### src/rtl/lsu_ctrl_pkg.sv
`default_nettype none
// ============================================================================
// Module   : lsu_ctrl_pkg
// Brief    : funct3 codes, response error codes and FSM states for lsu_ctrl
// Revision : 1.0 - initial release
// ============================================================================
package lsu_ctrl_pkg;

  localparam logic [2:0] c_F3_B  = 3'b000;
  localparam logic [2:0] c_F3_H  = 3'b001;
  localparam logic [2:0] c_F3_W  = 3'b010;
  localparam logic [2:0] c_F3_D  = 3'b011;
  localparam logic [2:0] c_F3_BU = 3'b100;
  localparam logic [2:0] c_F3_HU = 3'b101;
  localparam logic [2:0] c_F3_WU = 3'b110;
  localparam logic [2:0] c_F3_RSV = 3'b111;

  localparam logic [1:0] c_ERR_OK       = 2'b00;
  localparam logic [1:0] c_ERR_MISALIGN = 2'b01;
  localparam logic [1:0] c_ERR_ILLEGAL  = 2'b10;
  localparam logic [1:0] c_ERR_TIMEOUT  = 2'b11;

  typedef enum logic [1:0] {
    S_IDLE    = 2'd0,
    S_BUSREQ  = 2'd1,
    S_BUSWAIT = 2'd2,
    S_RESP    = 2'd3
  } lsu_state_e;

endpackage
`default_nettype wire

### src/rtl/lsu_align.sv
`default_nettype none
// ============================================================================
// Module   : lsu_align
// Brief    : combinational byte-lane steering, load extension and legality flags
// Revision : 1.0 - initial release
// ============================================================================
module lsu_align
  import lsu_ctrl_pkg::*;
#(
  parameter int XLEN   = 64,
  parameter int STRB_W = XLEN/8
) (
  input  logic              i_we,
  input  logic [2:0]        i_funct3,
  input  logic [2:0]        i_addr_lo,
  input  logic [XLEN-1:0]   i_wdata,
  input  logic [XLEN-1:0]   i_rdata,
  output logic [STRB_W-1:0] o_wstrb,
  output logic [XLEN-1:0]   o_wdata,
  output logic [XLEN-1:0]   o_rdata,
  output logic              o_misalign,
  output logic              o_illegal
);

  localparam int c_OFF_W = $clog2(STRB_W);

  logic [c_OFF_W-1:0] w_off;
  logic [c_OFF_W+2:0] w_bit_off;
  logic [XLEN-1:0]    w_ones;
  logic [XLEN-1:0]    w_shifted;
  logic [XLEN-1:0]    w_keep;
  logic [STRB_W-1:0]  w_mask;
  logic               w_sign;

  assign w_off     = i_addr_lo[c_OFF_W-1:0];
  assign w_bit_off = {w_off, 3'b000};
  assign w_ones    = '1;
  assign w_shifted = i_rdata >> w_bit_off;

  always_comb begin
    w_mask     = '1;
    w_keep     = w_ones;
    w_sign     = 1'b0;
    o_misalign = 1'b0;
    case (i_funct3[1:0])
      2'b00: begin
        w_mask = STRB_W'(1);
        w_keep = w_ones >> (XLEN-8);
        w_sign = w_shifted[7];
      end
      2'b01: begin
        w_mask     = STRB_W'(3);
        w_keep     = w_ones >> (XLEN-16);
        w_sign     = w_shifted[15];
        o_misalign = i_addr_lo[0];
      end
      2'b10: begin
        w_mask     = STRB_W'(15);
        w_keep     = w_ones >> (XLEN-32);
        w_sign     = w_shifted[31];
        o_misalign = |i_addr_lo[1:0];
      end
      default: begin
        o_misalign = |i_addr_lo[2:0];
      end
    endcase
    // Unsigned loads never fill the upper bits with ones
    if (i_funct3[2]) w_sign = 1'b0;
  end

  assign o_rdata   = (w_shifted & w_keep) | (w_sign ? ~w_keep : '0);
  assign o_wstrb   = i_we ? (w_mask << w_off) : '0;
  assign o_wdata   = i_wdata << w_bit_off;
  assign o_illegal = (i_funct3 == c_F3_RSV) || (i_we && i_funct3[2]) ||
                     ((XLEN == 32) && ((i_funct3 == c_F3_D) || (i_funct3 == c_F3_WU)));

endmodule
`default_nettype wire

### src/rtl/lsu_ctrl.sv
`default_nettype none
// ============================================================================
// Module   : lsu_ctrl
// Brief    : valid/ready load/store unit; define LSU_TIMEOUT_EN for the bus watchdog
// Revision : 1.0 - initial release
// ============================================================================
module lsu_ctrl
  import lsu_ctrl_pkg::*;
#(
  parameter int XLEN           = 64,
  parameter int STRB_W         = XLEN/8,
  parameter int TIMEOUT_CYCLES = 256
) (
  input  logic              clk,
  input  logic              rst,
  input  logic              req_valid,
  output logic              req_ready,
  input  logic              req_we,
  input  logic [2:0]        req_funct3,
  input  logic [XLEN-1:0]   req_addr,
  input  logic [XLEN-1:0]   req_wdata,
  output logic              rsp_valid,
  input  logic              rsp_ready,
  output logic [XLEN-1:0]   rsp_rdata,
  output logic [1:0]        rsp_err,
  output logic              mem_req_valid,
  input  logic              mem_req_ready,
  output logic              mem_we,
  output logic [XLEN-1:0]   mem_addr,
  output logic [XLEN-1:0]   mem_wdata,
  output logic [STRB_W-1:0] mem_wstrb,
  input  logic              mem_rsp_valid,
  input  logic [XLEN-1:0]   mem_rdata
);

  localparam int c_OFF_W = $clog2(STRB_W);

  lsu_state_e        r_state;
  lsu_state_e        w_state_next;
  logic              r_we;
  logic [2:0]        r_funct3;
  logic [2:0]        r_addr_lo;
  logic              r_mem_we;
  logic [XLEN-1:0]   r_mem_addr;
  logic [XLEN-1:0]   r_mem_wdata;
  logic [STRB_W-1:0] r_mem_wstrb;
  logic [XLEN-1:0]   r_rsp_rdata;
  logic [1:0]        r_rsp_err;

  logic              w_idle;
  logic              w_accept;
  logic              w_bus_done;
  logic              w_progress;
  logic              w_busy;
  logic              w_timeout;
  logic              w_a_we;
  logic [2:0]        w_a_funct3;
  logic [2:0]        w_a_addr_lo;
  logic [STRB_W-1:0] w_wstrb;
  logic [XLEN-1:0]   w_wdata;
  logic [XLEN-1:0]   w_rdata_ext;
  logic              w_misalign;
  logic              w_illegal;

  // One aligner serves both the incoming request and the latched one
  assign w_idle      = (r_state == S_IDLE);
  assign w_a_we      = w_idle ? req_we : r_we;
  assign w_a_funct3  = w_idle ? req_funct3 : r_funct3;
  assign w_a_addr_lo = w_idle ? req_addr[2:0] : r_addr_lo;

  lsu_align #(
    .XLEN   (XLEN),
    .STRB_W (STRB_W)
  ) u_align (
    .i_we       (w_a_we),
    .i_funct3   (w_a_funct3),
    .i_addr_lo  (w_a_addr_lo),
    .i_wdata    (req_wdata),
    .i_rdata    (mem_rdata),
    .o_wstrb    (w_wstrb),
    .o_wdata    (w_wdata),
    .o_rdata    (w_rdata_ext),
    .o_misalign (w_misalign),
    .o_illegal  (w_illegal)
  );

  assign w_accept   = w_idle && req_valid;
  assign w_bus_done = ((r_state == S_BUSREQ) && mem_req_ready && mem_rsp_valid) ||
                      ((r_state == S_BUSWAIT) && mem_rsp_valid);
  assign w_progress = ((r_state == S_BUSREQ) && mem_req_ready) || w_bus_done;
  assign w_busy     = (r_state == S_BUSREQ) || (r_state == S_BUSWAIT);

`ifdef LSU_TIMEOUT_EN
  localparam int c_TMO_W = $clog2(TIMEOUT_CYCLES+1);
  logic [c_TMO_W-1:0] r_tmo_cnt;

  always_ff @(posedge clk or negedge rst) begin
    if (!rst) begin
      r_tmo_cnt <= '0;
    end else if (w_state_next != r_state) begin
      r_tmo_cnt <= '0;
    end else if (w_busy) begin
      r_tmo_cnt <= r_tmo_cnt + 1'b1;
    end
  end

  assign w_timeout = w_busy && !w_progress && (r_tmo_cnt == c_TMO_W'(TIMEOUT_CYCLES-1));
`else
  // No watchdog in this build; the comparison is constant false
  assign w_timeout = w_busy && (TIMEOUT_CYCLES < 0);
`endif

  always_ff @(posedge clk or negedge rst) begin
    if (!rst) r_state <= S_IDLE;
    else      r_state <= w_state_next;
  end

  always_comb begin
    w_state_next = r_state;
    case (r_state)
      S_IDLE: begin
        if (req_valid) w_state_next = (w_illegal || w_misalign) ? S_RESP : S_BUSREQ;
      end
      S_BUSREQ: begin
        if (mem_req_ready) w_state_next = mem_rsp_valid ? S_RESP : S_BUSWAIT;
        else if (w_timeout) w_state_next = S_RESP;
      end
      S_BUSWAIT: begin
        if (mem_rsp_valid || w_timeout) w_state_next = S_RESP;
      end
      S_RESP: begin
        if (rsp_ready) w_state_next = S_IDLE;
      end
      default: w_state_next = S_IDLE;
    endcase
  end

  always_comb begin
    req_ready     = 1'b0;
    rsp_valid     = 1'b0;
    mem_req_valid = 1'b0;
    case (r_state)
      S_IDLE:   req_ready     = 1'b1;
      S_BUSREQ: mem_req_valid = 1'b1;
      S_RESP:   rsp_valid     = 1'b1;
      default:  ;
    endcase
  end

  always_ff @(posedge clk or negedge rst) begin
    if (!rst) begin
      r_we        <= 1'b0;
      r_funct3    <= '0;
      r_addr_lo   <= '0;
      r_mem_we    <= 1'b0;
      r_mem_addr  <= '0;
      r_mem_wdata <= '0;
      r_mem_wstrb <= '0;
      r_rsp_rdata <= '0;
      r_rsp_err   <= c_ERR_OK;
    end else if (w_accept) begin
      r_we        <= req_we;
      r_funct3    <= req_funct3;
      r_addr_lo   <= req_addr[2:0];
      r_rsp_rdata <= '0;
      r_rsp_err   <= w_illegal  ? c_ERR_ILLEGAL :
                     w_misalign ? c_ERR_MISALIGN : c_ERR_OK;
      if (!(w_illegal || w_misalign)) begin
        r_mem_we    <= req_we;
        r_mem_addr  <= {req_addr[XLEN-1:c_OFF_W], {c_OFF_W{1'b0}}};
        r_mem_wdata <= w_wdata;
        r_mem_wstrb <= w_wstrb;
      end
    end else if (w_bus_done) begin
      r_rsp_rdata <= r_we ? '0 : w_rdata_ext;
      r_rsp_err   <= c_ERR_OK;
    end else if (w_timeout) begin
      r_rsp_rdata <= '0;
      r_rsp_err   <= c_ERR_TIMEOUT;
    end
  end

  assign mem_we    = r_mem_we;
  assign mem_addr  = r_mem_addr;
  assign mem_wdata = r_mem_wdata;
  assign mem_wstrb = r_mem_wstrb;
  assign rsp_rdata = r_rsp_rdata;
  assign rsp_err   = r_rsp_err;

endmodule
`default_nettype wire

### config.mk
export PLATFORM = sky130hd
export DESIGN_NAME = lsu_ctrl
export DESIGN_NICKNAME = d
export VERILOG_FILES = /design/src/rtl/lsu_ctrl_pkg.sv /design/src/rtl/lsu_align.sv /design/src/rtl/lsu_ctrl.sv
export SDC_FILE = /design/constraint.sdc
export NUM_CORES = 1
export LEC_CHECK = 0
export CAP_MARGIN = 15
export CELL_PAD_IN_SITES_DETAIL_PLACEMENT = 0
export CELL_PAD_IN_SITES_GLOBAL_PLACEMENT = 1
export CORE_UTILIZATION = 31
export DETAILED_ROUTE_END_ITERATION = 8
export PLACE_DENSITY = 0.89
export SLEW_MARGIN = 20
export SYNTH_ARGS = -nofsm -noshare
export SYNTH_HDL_FRONTEND = slang
export SYNTH_SLANG_ARGS = --single-unit
### constraint.sdc
create_clock -name clk -period 2.7 [get_ports clk]
set_clock_uncertainty 0.15 [all_clocks]
set_input_delay 0.54 -clock clk [delete_from_list [all_inputs] [get_ports clk]]
set_output_delay 0.54 -clock clk [all_outputs]
set_load 0.02 [all_outputs]
==> results of run 1 <==
==> worst max-delay path, stage by stage, from the launching register on <==
cell and delay (ns):
dfrtp_1 0.39, inv_2 0.08, ha_4 0.21, mux2_4 0.34
mux4_2 0.44, or2_4 0.26, nand4_1 0.13, and3_4 0.31
clkbuf_16 0.20, o31ai_2 0.06
==> worst max path at each step <==
| stage | from | to | slack, ns | cells after the start |
|---|---|---|---|---|
| after floorplan | r_state[0] | rsp_rdata[28] | 0.006 | 10 |
| after global placement | req_addr[0] | rsp_rdata[12] | -0.33 | 9 |
| after detailed placement | req_addr[0] | mem_wdata[59] | -0.40 | 11 |
| after CTS | r_state[1] | rsp_rdata[28] | 0.002 | 11 |
| after global routing | r_state[0] | rsp_rdata[62] | -0.06 | 9 |
| final | r_state[0] | rsp_rdata[60] | -0.02 | 9 |
==> routing by layer <==
| metal | vias up | global-route usage, % |
|---|---|---|
| met4 | 4 | 11.7 |
| met5 | - | 0 |
| met3 | 155 | 6.18 |
| met2 | 670 | 37.9 |
| li1 | 5586 | - |
| met1 | 5973 | 33.7 |
==> metrics by stage <==
step / setup slack [ns] / std cells / utilization (%)
global route: -0.0645 / 2342 / 50.8
global placement: -0.330 / 2271 / 46.8
floorplan: 0.00558 / 1289 / -
detailed placement: -0.402 / 2271 / 46.8
CTS: 0.00154 / 2325 / 49.8
finish: -0.0205 / 2345 / 50.8
==> registers in the layout, summed over array words and instances (netlist names) <==
register   count
mem_wdata     64
rsp_rdata     64
mem_addr      61
mem_wstrb      8
r_addr_lo      3
r_funct3       3
r_state        2
rsp_err        2
mem_we         1
r_we           1
==> kinds of logic after synthesis <==
kind of cell / after synthesis
AOI/OAI and AO/OA: 285
muxes: 116
DFF: 209
and+or+nand+nor: 558
buffers and inverters: 114
other: 1
adders and majority gates: 4
==> cells in the mapped netlist (17+ instances only) <==
master	instances
mux2i_1	59
o21ai_0	58
clkbuf_1	49
o31ai_2	22
dfrtp_1	209
a21oi_1	64
a211oi_1	20
nand3_1	50
buf_2	34
mux4_2	44
nor2_1	44
a31oi_1	17
o31ai_1	19
nand2_1	441
==> final cells by class <==
class                   instances  area [sq um]
fillers                      3385         18500
multi-input cells             966          6260
repair buffers                603          5990
flip-flops and latches        209          5230
clock buffers                  35           756
well taps                     511           639
clock inverters                 8           168
inverters                       6          22.5
diodes                          7          17.5
==> power groups by stage <==
stage / Clock [mW] / Sequential [mW] / Combinational (mW)
6_report: 3.79 / 5.10 / 16.8
5_1_grt: 4.00 / 5.24 / 17.8
4_1_cts: 3.88 / 5.10 / 15.9
3_5_place_dp: 0 / 5.14 / 15.5
3_3_place_gp: 0 / 5.08 / 15.3
2_1_floorplan: 0 / 6.35 / 7.24
==> what timing repair did <==
action	4_1_cts	5_1_grt
endpoints found under the setup margin	71	122
hold buffers	1	0
gates cloned	2	4
buffers inserted	8	9
pin swaps	1	8
hold endpoints to repair	42	0
resized for setup	16	42
==> results by group, run 1 <==
Clock tree
  – H-Tree Depth: 1
  – Root Driver: clkbuf_16
  – TritonCTS buffer count: 26
  – Worst-Skew Late Latency: approximately 0.53 ns
  – Clock transition at the registers of the reported paths: roughly 0.06 ns
  – Clock Sinks: ~210
  – Clk buf depth: 3
  – TritonCTS clock tree: done

Setup path
  – Setup CP Type: flip-flop to flip-flop
  – Arrival time at the worst endpoint: 2.97 ns
  – Crit path capture type: flip-flop
  – Critical R2R Capture: rsp_rdata[60]
  – Setup slack, reg-to-reg: -0.02 ns
  – Worst Setup Start Kind: flip-flop
  – Critical Path RT: between 2 and 3 ns
  – RR Startpoint: r_state[0]
  – CP Max Fanout: 8
  – Reg2reg path depth: 9

Cells and area
  – Commonest cells after routing, fill and taps aside: 439 x nand2_1, 401 x clkdlybuf4s50_1, 209 x dfrtp_1
  – Nets: a little over 2,000
  – Share of cells above drive strength 1: 20.1%
  – Commonest non-fill, non-tap cell in the layout: nand2_1
  – Syn-to-layout area delta: 61.6%
  – Post-route cell area: between 15,000 and 20,000 sq um

Pwr
  – Switching share of power: a little over two fifths
  – P_sw: ~11 mW
  – Max VDD drop: 650 uV
  – Int Pwr: around 15 mW
  – Clock Power Share: around 15%
  – P per Cell Area: between 1000 and 1500 nW/um^2
  – Power Total: 25.7 mW
  – Static Leakage: 8.47 nW
  – Flop pwr share: roughly a fifth
  – Gate power share: 65.4%

Global route
  – Initial antenna violation count: 6
  – Congestion Overflow GR: 0
  – Total global-route track usage: about a quarter
  – Largest net degree at the start of global routing: 53
  – Vias in the first global route: 12,100
  – First-pass GRT wire length: ~74,000 um

Drt
  – Met3 routed WL: 5190 um
  – Residual DRC: 0
  – Detail Route Antenna Nets: 0
  – Initial DRC Count: a little under 900
  – WL met2: ~22,000 um
  – Drt wl/cell: roughly 22 um
  – Pre-antenna DRT Iters: 5
  – Final WL: 50,800 um
  – Met1 wire length: 20,800 um
  – Via-to-Cell Ratio: roughly 5.3
  – Total number of vias: 12,400
  – Top layer in use: met5

STA
  – RSZ-0062 raised after global routing: yes
  – Slew headroom: a little under three fifths
  – Final slew viol count: 0
  – Final period util: 101%
  – Final Critical Period: around 2.7 ns
  – Slack of the critical path: -0.0205 ns
  – Setup_tns: -0.0581 ns
  – Hold slack: approximately 0.31 ns
  – Final setup viols: 3
  – Final Hold Fails: 0
  – Least-Margin Pin Slew: 0.642 ns
  – Maximum clock rate: between 300 and 400 MHz

Synth
  – XOR/XNOR Fraction of Synth Area: 0%
  – Mapped Area: ~12,000 sq um
  – Register bit total from synthesis: 209
  – Post-synthesis simple-gate area fraction: a little under a fifth
  – FFs w/ async S/R, synth: 100%
  – Mux cell area share after synthesis: between 10 and 15%
  – Largest family of logic cells by synthesized area: simple AND/OR/NAND/NOR gates
  – Post-synthesis compound-gate area fraction: approximately 17%
  – Area contributors post-synth: dfrtp_1 44%, nand2_1 14%, mux4_2 8.4%
  – Synth cell types: 56
  – Gate Count Post-Synth: roughly 1,300
  – Top FF cell, synth: dfrtp_1
  – Cell type with the highest aggregate area in the netlist: dfrtp_1
  – Post-synth EDFFs: 0
  – Yosys warning count: 0
  – Share of the synthesized area in the top cell type: around 44%
  – Adder-cell area share of the yosys netlist: less than 1%
  – Avg Cell Area, Syn: 9.17 sq um
  – Sequential area share after synthesis: between 40% and 50%

Floorplan
  – Die area: ~40,000 sq um
  – Rows: 71
  – Core footprint: roughly 38,000 sq um
  – I/O pin cnt: around 400
  – Initial Util: 31.4%
  – Die Wd: between 150 and 200 um
  – Die Height: 197 um

Flow run
  – Max Cap Viol: 0

Run status
  – Failing checks: setup timing
  – Outcome: finished, violations left

Place
  – I/O Buffers: between 400 and 500
  – Post-Place Cell Area: about 18,000 sq um
  – HPWL after detailed placement: roughly 38,000 um
  – Placer Congestion: around 1

Min path
  – Hold Path Stages: 2
  – Hold Crit Class: flip-flop to flip-flop
  – Hold EP: mem_wdata[4]
  – Min-delay src: mem_wdata[4]
Note: power is estimated with default switching activity, not from simulation.
==> run 2, diff against run 1 <==
--- a/config.mk
+++ b/config.mk
@@ -9,9 +9,11 @@
 export CELL_PAD_IN_SITES_DETAIL_PLACEMENT = 0
 export CELL_PAD_IN_SITES_GLOBAL_PLACEMENT = 1
-export CORE_UTILIZATION = 31
+export CORE_UTILIZATION = 32
 export DETAILED_ROUTE_END_ITERATION = 8
 export PLACE_DENSITY = 0.89
+export RECOVER_POWER = 50
 export SLEW_MARGIN = 20
 export SYNTH_ARGS = -nofsm -noshare
 export SYNTH_HDL_FRONTEND = slang
+export SYNTH_HIERARCHICAL = 1
 export SYNTH_SLANG_ARGS = --single-unit
==> constraint.sdc (replaced) <==
create_clock -name clk -period 2.7 [get_ports clk]
set_clock_uncertainty 0.15 [all_clocks]
set_input_delay 0.27 -clock clk [delete_from_list [all_inputs] [get_ports clk]]
set_output_delay 0.27 -clock clk [all_outputs]
set_load 0.02 [all_outputs]
==> results by group, run 2 <==
Drt
  – Residual DRC: 0 (unchanged)
  – Via-to-Cell Ratio: 5.38 (+1.8%)
  – Pre-antenna DRT Iters: 6 (+1)
  – Initial DRC Count: 651 (-26%)
  – Detail Route Antenna Nets: 0 (unchanged)
  – Final WL: 53,300 um (+4.9%)
  – Total number of vias: 12,100 (-2.3%)
  – Drt wl/cell: 23.7 um (+9.4%)

Synth
  – Most common cell in the netlist: dfrtp_1
  – Commonest cells in the netlist: 209 x dfrtp_1, 187 x nand2_1, 123 x mux2_2
  – Gate Count Post-Synth: 1,206 (-6.3%)
  – Share of the synthesized area in the top cell type: 42.0% (-2.3 points)
  – Area contributors post-synth: dfrtp_1 42%, mux2_2 11%, mux2i_1 9.8%
  – Synth cell types: 49 (-13%)
  – Avg Cell Area, Syn: 10.3 sq um (+13%)
  – Post-synth EDFFs: 0 (unchanged)
  – Sequential area share after synthesis: 42.0% (-2.3 points)
  – Mapped Area: 12,500 sq um (+5.6%)
  – Yosys warning count: 6 (+6)
  – Register bit total from synthesis: 209 (unchanged)
  – FFs w/ async S/R, synth: 100% (unchanged)
  – Top FF cell, synth: dfrtp_1
  – Cell type with the highest aggregate area in the netlist: dfrtp_1

Clock tree
  – Clock Sinks: 209 (unchanged)
  – Root Driver: clkbuf_16
  – Clk buf depth: 3 (unchanged)
  – TritonCTS buffer count: 27 (+3.8%)
  – Clock transition at the registers of the reported paths: 0.07 ns (about the same)
  – TritonCTS clock tree: done
  – H-Tree Depth: 1 (unchanged)
  – Worst-Skew Late Latency: 0.56 ns (+0.03 ns)

Pwr
  – P_sw: 12.0 mW (+7.4%)
  – Switching share of power: 41.7% (-1.7 points)
  – P per Cell Area: 1380 nW/um^2 (+2.8%)
  – Power Total: 28.7 mW (+12%)
  – Flop pwr share: 18.2% (-1.7 points)
  – Static Leakage: 9.07 nW (+7.0%)
  – Clock Power Share: 13.8% (-1.0 points)
  – Gate power share: 68.0% (+2.6 points)
  – Int Pwr: 16.7 mW (+15%)
  – Max VDD drop: 949 uV (+46%)

STA
  – Slack of the critical path: -0.224 ns (-0.204 ns)
  – Final Hold Fails: 0 (unchanged)
  – Hold slack: 0.166 ns (-0.149 ns)
  – Final setup viols: 192 (+189)
  – Slew headroom: 13.9% (-43 points)
  – Final slew viol count: 0 (unchanged)
  – Maximum clock rate: 342 MHz (-7.0%)
  – Final period util: 108% (+7.5 points)
  – RSZ-0062 raised after global routing: yes
  – Least-Margin Pin Slew: 1.29 ns (+0.650 ns)
  – Final Critical Period: 2.92 ns (+0.204 ns)

Setup path
  – CP max stage delay: 0.39 ns (-0.05 ns)
  – Setup slack, reg-to-reg: -0.22 ns (-0.20 ns)
  – CP max-delay cell: dfrtp_1
  – Worst Setup Start Kind: flip-flop
  – Critical R2R Capture: mem_addr[19]
  – Reg2reg path depth: 13 (+4)
  – CP Max Fanout: 8 (unchanged)
  – Setup CP Type: flip-flop to flip-flop
  – Crit path capture type: flip-flop
  – Critical Path RT: 3.00 ns (+0.05 ns)
  – Cell Chain, Critical Path: inv_2, ha_4, buf_6, buf_6, mux2_4, nand2_2, nand2_2, a22o_4, nor3_4, buf_12, buf_16, buf_6, mux2_2
  – RR Startpoint: r_state[1]
  – Arrival time at the worst endpoint: 3.23 ns (+0.26 ns)
  – Most frequent CP cell: buf_6

Global route
  – Vias in the first global route: 12,100 (-0.53%)
  – First-pass GRT wire length: 73,200 um (-0.81%)
  – Largest net degree at the start of global routing: 68 (+28%)
  – Total global-route track usage: 24.5% (-0.60 points)
  – Congestion Overflow GR: 0 (unchanged)
  – Initial antenna violation count: 2 (-4)

Min path
  – Hold Path Stages: 2 (unchanged)
  – Min-delay src: req_addr[52]
  – Hold Crit Class: input pin to flip-flop
  – Hold EP: mem_addr[52]

Cells and area
  – Fill count: 3,282 (-3.0%)
  – Post-route cell area: 20,700 sq um (+8.8%)
  – Syn-to-layout area delta: 66.5%
  – Share of cells above drive strength 1: 30.1% (+10 points)
  – Nets: 1,923 (-4.7%)
  – Commonest non-fill, non-tap cell in the layout: clkdlybuf4s50_1
  – Commonest cells after routing, fill and taps aside: 403 x clkdlybuf4s50_1, 209 x dfrtp_1, 181 x nand2_1

Floorplan
  – Die Height: 199 um (+1.1%)
  – Initial Util: 32.8% (+1.4 points)
  – I/O pin cnt: 408 (unchanged)
  – Die area: 39,700 sq um (+2.3%)
  – Core footprint: 38,000 sq um (+1.2%)
  – Die Wd: 199 um (+1.1%)
  – Rows: 71 (unchanged)

Place
  – Placer Congestion: 0.907 (-8.3%)
  – Pre-CTS setup slack: -0.292 ns (+0.110 ns)
  – Post-Place Cell Area: 17,900 sq um (+1.6%)
  – HPWL after detailed placement: 36,600 um (-3.5%)
  – I/O Buffers: 404 (unchanged)

Flow run
  – Max Cap Viol: 0 (unchanged)

Run status
  – Outcome: finished, violations left
  – Failing checks: setup timing
run 2: cell count changes in the layout (fill, tap and decap cells not counted), moves of 48 or more:
cell / delta
o21ai_1: +52
mux2_4: +133
nand3_1: -48
nand2_1: -258
buf_4: -69
mux2i_1: +64
run 2: area by class of cell:
type	count	area, sq um	share of cell area [%]
inverters	4	15.0	0.0724
repair buffers	584	6260	30.2
multi-input cells	890	7620	36.7
well taps	511	639	3.08
diodes	2	5.00	0.0241
clock inverters	16	205	0.989
flip-flops and latches	209	5230	25.2
clock buffers	34	772	3.72
run 2: stage by stage:
stage | utilization (%) | instances | setup TNS [ns]
after floorplan | - | 1208 | -69.91
after global placement | 47.0 | 2136 | -24.13
after detailed placement | 47.0 | 2136 | -31.20
after CTS | 51.1 | 2206 | -19.91
after global routing | 54.6 | 2248 | -51.67
final | 54.6 | 2250 | -27.37
run 2: worst max-delay path by stage:
| stage | start | endpoint | slack [ns] | cells after the start |
|---|---|---|---|---|
| floorplan | r_state[1] | mem_addr[52] | -0.46 | 14 |
| global placement | r_state[0] | mem_wdata[6] | -0.24 | 9 |
| detailed placement | r_state[1] | mem_wdata[6] | -0.29 | 9 |
| CTS | r_state[0] | mem_wdata[42] | -0.17 | 13 |
| global route | r_state[1] | mem_addr[19] | -0.31 | 13 |
| finish | r_state[1] | mem_addr[19] | -0.22 | 13 |
run 2: power by group through the flow:
stage	registers, mW	clock network, mW	logic [mW]
final	5.23	3.96	19.5
after floorplan	6.47	0	8.30
after global routing	5.36	4.15	20.6
after CTS	5.17	4.02	17.3
after global placement	5.14	0	15.9
after detailed placement	5.19	0	16.1
run 2: cells by family after synthesis:
family / Yosys count / synth area share, %
DFF: 209 / 42.0
and+or+nand+nor: 336 / 12.1
adders and majority gates: 5 / 0.502
muxes: 329 / 30.6
other: 1 / 0.0301
buffers and inverters: 114 / 4.60
AOI/OAI and AO/OA: 212 / 10.2
run 2: critical path: cells and delay by family, from the launching register on:
kind                       cells  cell delay, ns
buffers and inverters          6            0.77
adders and majority gates      1            0.18
AOI/OAI and AO/OA              1            0.23
muxes                          2            0.70
DFF                            1            0.39
and+or+nand+nor                3            0.38
run 2: what timing repair did:
action	in CTS	in global routing
hold buffers	1	0
endpoints found under the hold margin	209	0
cloned	5	24
endpoints found under the setup margin	193	196
pin swaps	8	35
buffers inserted	15	23
resized for setup	138	221
run 2: per-layer routing:
layer | track usage (%) | part of all wire (%) | vias up
met5 | 0 | 0 | -
met1 | 27.3 | 36 | 5976
met2 | 42.6 | 49 | 613
li1 | - | - | 5366
met4 | 10.9 | 5.2 | 0
met3 | 7.63 | 9.5 | 150
==> run 3, diff against run 2 <==
CAP_MARGIN = 20   (was 15)
SLEW_MARGIN = 30   (was 20)
==> results of run 3 <==
No change in the layout: final DEF, timing and power equal those of run 2.
